### src/rtl/hangman_pkg.sv
// ============================================================================
// Module : hangman_pkg
// Brief  : Shared state encoding, default sizes, letter-code constants and
//          small arithmetic helpers for the Hangman round logic.
// Rev    : 1.0  initial release
// ============================================================================
`default_nettype none

package hangman_pkg;

    typedef enum logic [1:0] {
        IDLE    = 2'd0,
        PLAYING = 2'd1,
        WON     = 2'd2,
        LOST    = 2'd3
    } state_t;

    localparam int          c_DEFAULT_NPOS      = 5;
    localparam int          c_DEFAULT_MAX_LIVES = 6;
    localparam int          c_LETTER_W          = 5;
    localparam logic [4:0]  c_DUMMY_CODE        = 5'b11111;

    function automatic logic [7:0] popcount(input logic [31:0] v);
        logic [7:0] n;
        n = 8'd0;
        for (int i = 0; i < 32; i++) begin
            n = n + {7'd0, v[i]};
        end
        return n;
    endfunction

    function automatic logic [7:0] sat_add8(input logic [7:0] a, input logic [7:0] b);
        logic [8:0] s;
        s = {1'b0, a} + {1'b0, b};
        return s[8] ? 8'hFF : s[7:0];
    endfunction

endpackage

`default_nettype wire

### src/rtl/life_counter.sv
// ============================================================================
// Module : life_counter
// Brief  : Loadable 4-bit down-counter with a last-life flag; never wraps.
// Rev    : 1.0  initial release
// ============================================================================
`default_nettype none

module life_counter #(
    parameter logic [3:0] RESET_VALUE = 4'd6
) (
    input  logic       clk,
    input  logic       reset,
    input  logic       load,
    input  logic       dec,
    input  logic [3:0] load_value,
    output logic [3:0] count,
    output logic       last
);

    logic [3:0] r_count;

    always_ff @(posedge clk) begin
        if (reset) begin
            r_count <= RESET_VALUE;
        end else if (load) begin
            r_count <= load_value;
        end else if (dec && (r_count != 4'd0)) begin
            r_count <= r_count - 4'd1;
        end
    end

    assign count = r_count;
    assign last  = (r_count == 4'd1);

endmodule

`default_nettype wire

### src/rtl/hangman_round_tracker.sv
// ============================================================================
// Module : hangman_round_tracker
// Brief  : Tracks revealed positions, lives and win/loss for one Hangman round.
//          Optional cumulative score enabled by defining HANGMAN_SCORE_EN.
// Rev    : 1.0  initial release
// ============================================================================
`default_nettype none

module hangman_round_tracker
    import hangman_pkg::*;
#(
    parameter int NPOS      = c_DEFAULT_NPOS,
    parameter int MAX_LIVES = c_DEFAULT_MAX_LIVES
) (
    input  logic            clk,
    input  logic            reset,
    input  logic            new_game,
    input  logic [NPOS-1:0] word_mask,
    input  logic            guess_valid,
    input  logic [NPOS-1:0] hit,
    output logic [NPOS-1:0] revealed,
    output logic [3:0]      lives,
    output logic [1:0]      state,
`ifdef HANGMAN_SCORE_EN
    output logic [7:0]      score,
`endif
    output logic            won,
    output logic            lost,
    output logic            miss_pulse,
    output logic            dup_pulse
);

    localparam logic [3:0] c_MAX_LIVES = 4'(MAX_LIVES);

    state_t          r_state;
    logic [NPOS-1:0] r_mask;
    logic [NPOS-1:0] r_revealed;
    logic            r_won;
    logic            r_lost;
    logic            r_miss;
    logic            r_dup;

    logic [NPOS-1:0] w_eh;
    logic [NPOS-1:0] w_new_bits;
    logic [NPOS-1:0] w_next_rev;
    logic            w_accept;
    logic            w_miss;
    logic            w_dup;
    logic            w_reveal;
    logic            w_last;
    logic [3:0]      w_lives;

    // An empty mask wins immediately, so any guess arriving in that cycle is ignored.
    assign w_eh       = hit & r_mask;
    assign w_new_bits = w_eh & ~r_revealed;
    assign w_next_rev = r_revealed | w_eh;
    assign w_accept   = (r_state == PLAYING) && guess_valid && !new_game && (r_mask != '0);
    assign w_miss     = w_accept && (w_eh == '0);
    assign w_dup      = w_accept && (w_eh != '0) && (w_new_bits == '0);
    assign w_reveal   = w_accept && (w_new_bits != '0);

    life_counter #(
        .RESET_VALUE (c_MAX_LIVES)
    ) u_life_counter (
        .clk        (clk),
        .reset      (reset),
        .load       (new_game),
        .dec        (w_miss),
        .load_value (c_MAX_LIVES),
        .count      (w_lives),
        .last       (w_last)
    );

    always_ff @(posedge clk) begin
        if (reset) begin
            r_state    <= IDLE;
            r_mask     <= '0;
            r_revealed <= '0;
            r_won      <= 1'b0;
            r_lost     <= 1'b0;
            r_miss     <= 1'b0;
            r_dup      <= 1'b0;
        end else if (new_game) begin
            r_state    <= PLAYING;
            r_mask     <= word_mask;
            r_revealed <= '0;
            r_won      <= 1'b0;
            r_lost     <= 1'b0;
            r_miss     <= 1'b0;
            r_dup      <= 1'b0;
        end else begin
            r_miss <= w_miss;
            r_dup  <= w_dup;
            if (r_state == PLAYING) begin
                if (r_mask == '0) begin
                    r_state <= WON;
                    r_won   <= 1'b1;
                end else if (w_miss && w_last) begin
                    r_state <= LOST;
                    r_lost  <= 1'b1;
                end else if (w_reveal) begin
                    r_revealed <= w_next_rev;
                    if (w_next_rev == r_mask) begin
                        r_state <= WON;
                        r_won   <= 1'b1;
                    end
                end
            end
        end
    end

`ifdef HANGMAN_SCORE_EN
    logic [7:0] r_score;
    logic [7:0] w_score_rev;
    logic       w_reach_won;

    assign w_reach_won = (r_state == PLAYING) && !new_game &&
                         ((r_mask == '0) || (w_reveal && (w_next_rev == r_mask)));
    assign w_score_rev = w_reveal ? sat_add8(r_score, popcount(32'(w_new_bits))) : r_score;

    // Score survives new_game so it accumulates across rounds.
    always_ff @(posedge clk) begin
        if (reset) begin
            r_score <= 8'd0;
        end else if (w_reach_won) begin
            r_score <= sat_add8(w_score_rev, {4'd0, w_lives});
        end else begin
            r_score <= w_score_rev;
        end
    end

    assign score = r_score;
`endif

    assign revealed   = r_revealed;
    assign lives      = w_lives;
    assign state      = r_state;
    assign won        = r_won;
    assign lost       = r_lost;
    assign miss_pulse = r_miss;
    assign dup_pulse  = r_dup;

endmodule

`default_nettype wire

### config.mk
export PLATFORM = sky130hd
export DESIGN_NAME = hangman_round_tracker
export DESIGN_NICKNAME = d
export VERILOG_FILES = /design/src/rtl/hangman_pkg.sv /design/src/rtl/life_counter.sv /design/src/rtl/hangman_round_tracker.sv
export SDC_FILE = /design/constraint.sdc
export NUM_CORES = 1
export LEC_CHECK = 0
export ABC_AREA = 1
export BUFFER_PORTS_ARGS = -buffer_cell sky130_fd_sc_hd__buf_4
export CORE_MARGIN = 2
export CORE_UTILIZATION = 25
export DETAILED_ROUTE_END_ITERATION = 16
export GPL_TIMING_DRIVEN = 1
export PLACE_DENSITY_LB_ADDON = 0.1
export SKIP_CTS_REPAIR_TIMING = 1
export SLEW_MARGIN = 15
export SYNTH_ARGS = -nofsm -noshare
export SYNTH_HDL_FRONTEND = slang
export SYNTH_SLANG_ARGS = --single-unit
### constraint.sdc
create_clock -name clk -period 2 [get_ports clk]
set_input_delay 0.1 -clock clk [delete_from_list [all_inputs] [get_ports clk]]
set_output_delay 0.1 -clock clk [all_outputs]
set_load 0.02 [all_outputs]
==> impl_metrics.csv <==
group,metric,value,unit
yosys,ys.flop_type,"dfxtp_1",
die,die_area,0.00473,mm2
cts,clk_latency,0.25,ns
grt,grt_use_total,11.9,%
cts,clockBufferDepth,2,
cts,cts_sinks,20,
sta,hold_viol_final,0,
sta,fin_crit_sh,64.6,%
power,switching_share,25.7,%
yosys,netlist_area,0.00105,mm2
critical_path,startpoint_type,"flop",
outcome,outcome,"finished clean",
critical_path,cp_data_required_time,2.20,ns
die,ios,29,
layout,num_antenna_cells,0,
layout,final_util,34.3,%
power,irDropWorstVdd,148,uV
grt,grt-ovfl-total,0,
critical_path,cp_data_arrival_time,1.49,ns
sta,skew,0.00130,ns
critical_path,critPathKind,"flop to flop",
sta,slew_viol_final,0,
grt,grt_max_degree,12,
yosys,netlist_instances,146,
die,fp.dieH,68.8,um
power,switchingPower,221,uW
critical_path,end_kind,"flop",
drt,avgViaCountPerCell,4.25,
yosys,synth_common_cells,"nand2_1, inv_1, dfxtp_1, nand3_1, nor2_1",
power,leakage,0.000632,uW
yosys,synth.most_common_cell,"nand2_1",
yosys,synthArstFlopShare,0,%
layout,drive_above_1_share,29.8,%
grt,grt_pass1_wl,4020,um
grt,grt_pass1_vias,894,
yosys,synth_edf_count,0,
yosys,postSynthAreaPerCell,7.19,um2
yosys,synth_top_area_share,38.1,%
cts,path_clk_slew,0.08,ns
sta,period_minus_slack,1.29,ns
die,initial_utilization,26.1,%
power,clkPwrFrac,36.1,%
placed_design,gp_congestion,0.797,
placed_design,io_buffers,28,
yosys,ys_seq_area_share,38.1,%
power,internal-power,636,uW
placed_design,hpwlAfterDp,1980,um
yosys,synth_area_leader_cell,"dfxtp_1",
die,fp.dieW,68.8,um
layout,synthToLayoutAreaGrowth,31.6,%
power,power_density,620,mW/mm2
sta,rsz0062_at_grt,"no",
drt,drc,0,
drt,wire_per_inst,10.8,um
yosys,synthesis.nets,162,
power,p_comb_share,14.9,%
critical_path,cp_max_fo,3,
drt,drt_iter0_markers,44,
cts,cts_tree,"yes",
yosys,synth_cell_types,24,
drt,ant_nets,0,
sta,finalSetupViolCount,0,
cts,htreeDepth,1,
drt,dr.pass1.iters,4,
layout,nets,195,
cts,cts_root_buf,"clkbuf_8",
die,row_count,23,
flow_run,cap_viol_max_count,0,
sta,max_slew_margin,82.1,%
min_path,hold_path.class,"input pin to flop",
grt,antenna_found_initial,0,
die,coreArea,0.00403,mm2
sta,fmax,774,MHz
drt,vias,970,
power,p_seq_share,48.9,%
drt,drt-total-wl,2470,um
sta,fin_setup_tns,0,ns
yosys,synth_area_leaders,"dfxtp_1, nand2_1, inv_1",
sta,tightest_slew,0.267,ns
yosys,ys_ff_latch,20,
yosys,yosys_warnings,0,
cts,cts_buffers,3,
[routing by layer]
metal	track usage, %	wire, um
met1	15.8	1140
met2	19.0	1160
met3	2.44	153
met4	4.41	18
met5	0	0
[final cells by class]
cell class	count	area [um2]
clock buffer	4	55.1
sequential	20	400
timing repair buffer	29	218
tap	50	62.6
fill	459	2650
inverter	31	118
multi-input combinational	94	528
[per-stage QoR]
step | cell area, um2 | power (uW) | hold slack (ns) | setup slack [ns] | std cells
global placement | 1330 | 557 | 0.331 | 0.711 | 224
global route | 1380 | 911 | 0.0496 | 0.515 | 228
detailed placement | 1330 | 558 | 0.332 | 0.693 | 224
finish | 1380 | 857 | 0.0565 | 0.708 | 228
floorplan | 1050 | 508 | 0.162 | 0.647 | 146
CTS | 1380 | 879 | 0.0478 | 0.690 | 228
[worst max-delay path, cell delays in order, from the launching register on]
cell	delay, ns
dfxtp_1	0.35
inv_1	0.08
nand3_1	0.06
o21ai_1	0.08
nor2_1	0.25
nor2_4	0.07
nand2_2	0.07
nand2_1	0.06
nand2_2	0.06
nand2_1	0.06
a21oi_2	0.10
[sequential cells by signal, indices dropped and copies added, names as in the netlist]
name and flops:
dup_pulse 1, lost 1, miss_pulse 1, r_mask 5, revealed 5, state 2
u_life_counter.count 4, won 1
[final timing paths]
path / endpoint / slack [ns] / cells past startpoint / from
worst min-delay path: state[0] / 0.06 / 2 / reset
worst max register to register: state[0] / 0.71 / 10 / revealed[4]
worst max-delay path: state[0] / 0.71 / 10 / revealed[4]
worst min register to register: won / 0.46 / 2 / won
[power by group through the flow]
| stage | Clock, uW | Combinational (uW) | Sequential [uW] |
|---|---|---|---|
| after floorplan | 0 | 77.1 | 431 |
| after global placement | 0 | 129 | 429 |
| after detailed placement | 0 | 129 | 429 |
| after CTS | 329 | 130 | 419 |
| after global routing | 345 | 144 | 422 |
| final | 310 | 128 | 419 |
[cells by family after synthesis]
| kind of cell | share of synthesized area (%) |
|---|---|
| simple gates | 34.7 |
| xor+xnor | 0.834 |
| fa+ha+maj | 2.38 |
| buf+inv | 11.6 |
| compound gates | 12.4 |
| flops | 38.1 |
[cells in the final DEF (no fill, tap or decap), types with 2 or more instances in the layout]
cell      netlist  routed
inv_2           6       6
nor2_1          9       9
nand2_4         2       2
nand2_1        31      31
o21ai_1         6       6
ha_1            2       2
o21ai_0         4       4
nand3_1        13      13
dfxtp_1        20      20
clkbuf_8        0       4
nand2_2         4       4
a211oi_1        4       4
nand4_4         2       2
buf_4           0      29
inv_1          24      24
nor2_4          3       3
a21oi_1         7       7
(Power assumes the default switching activity.)
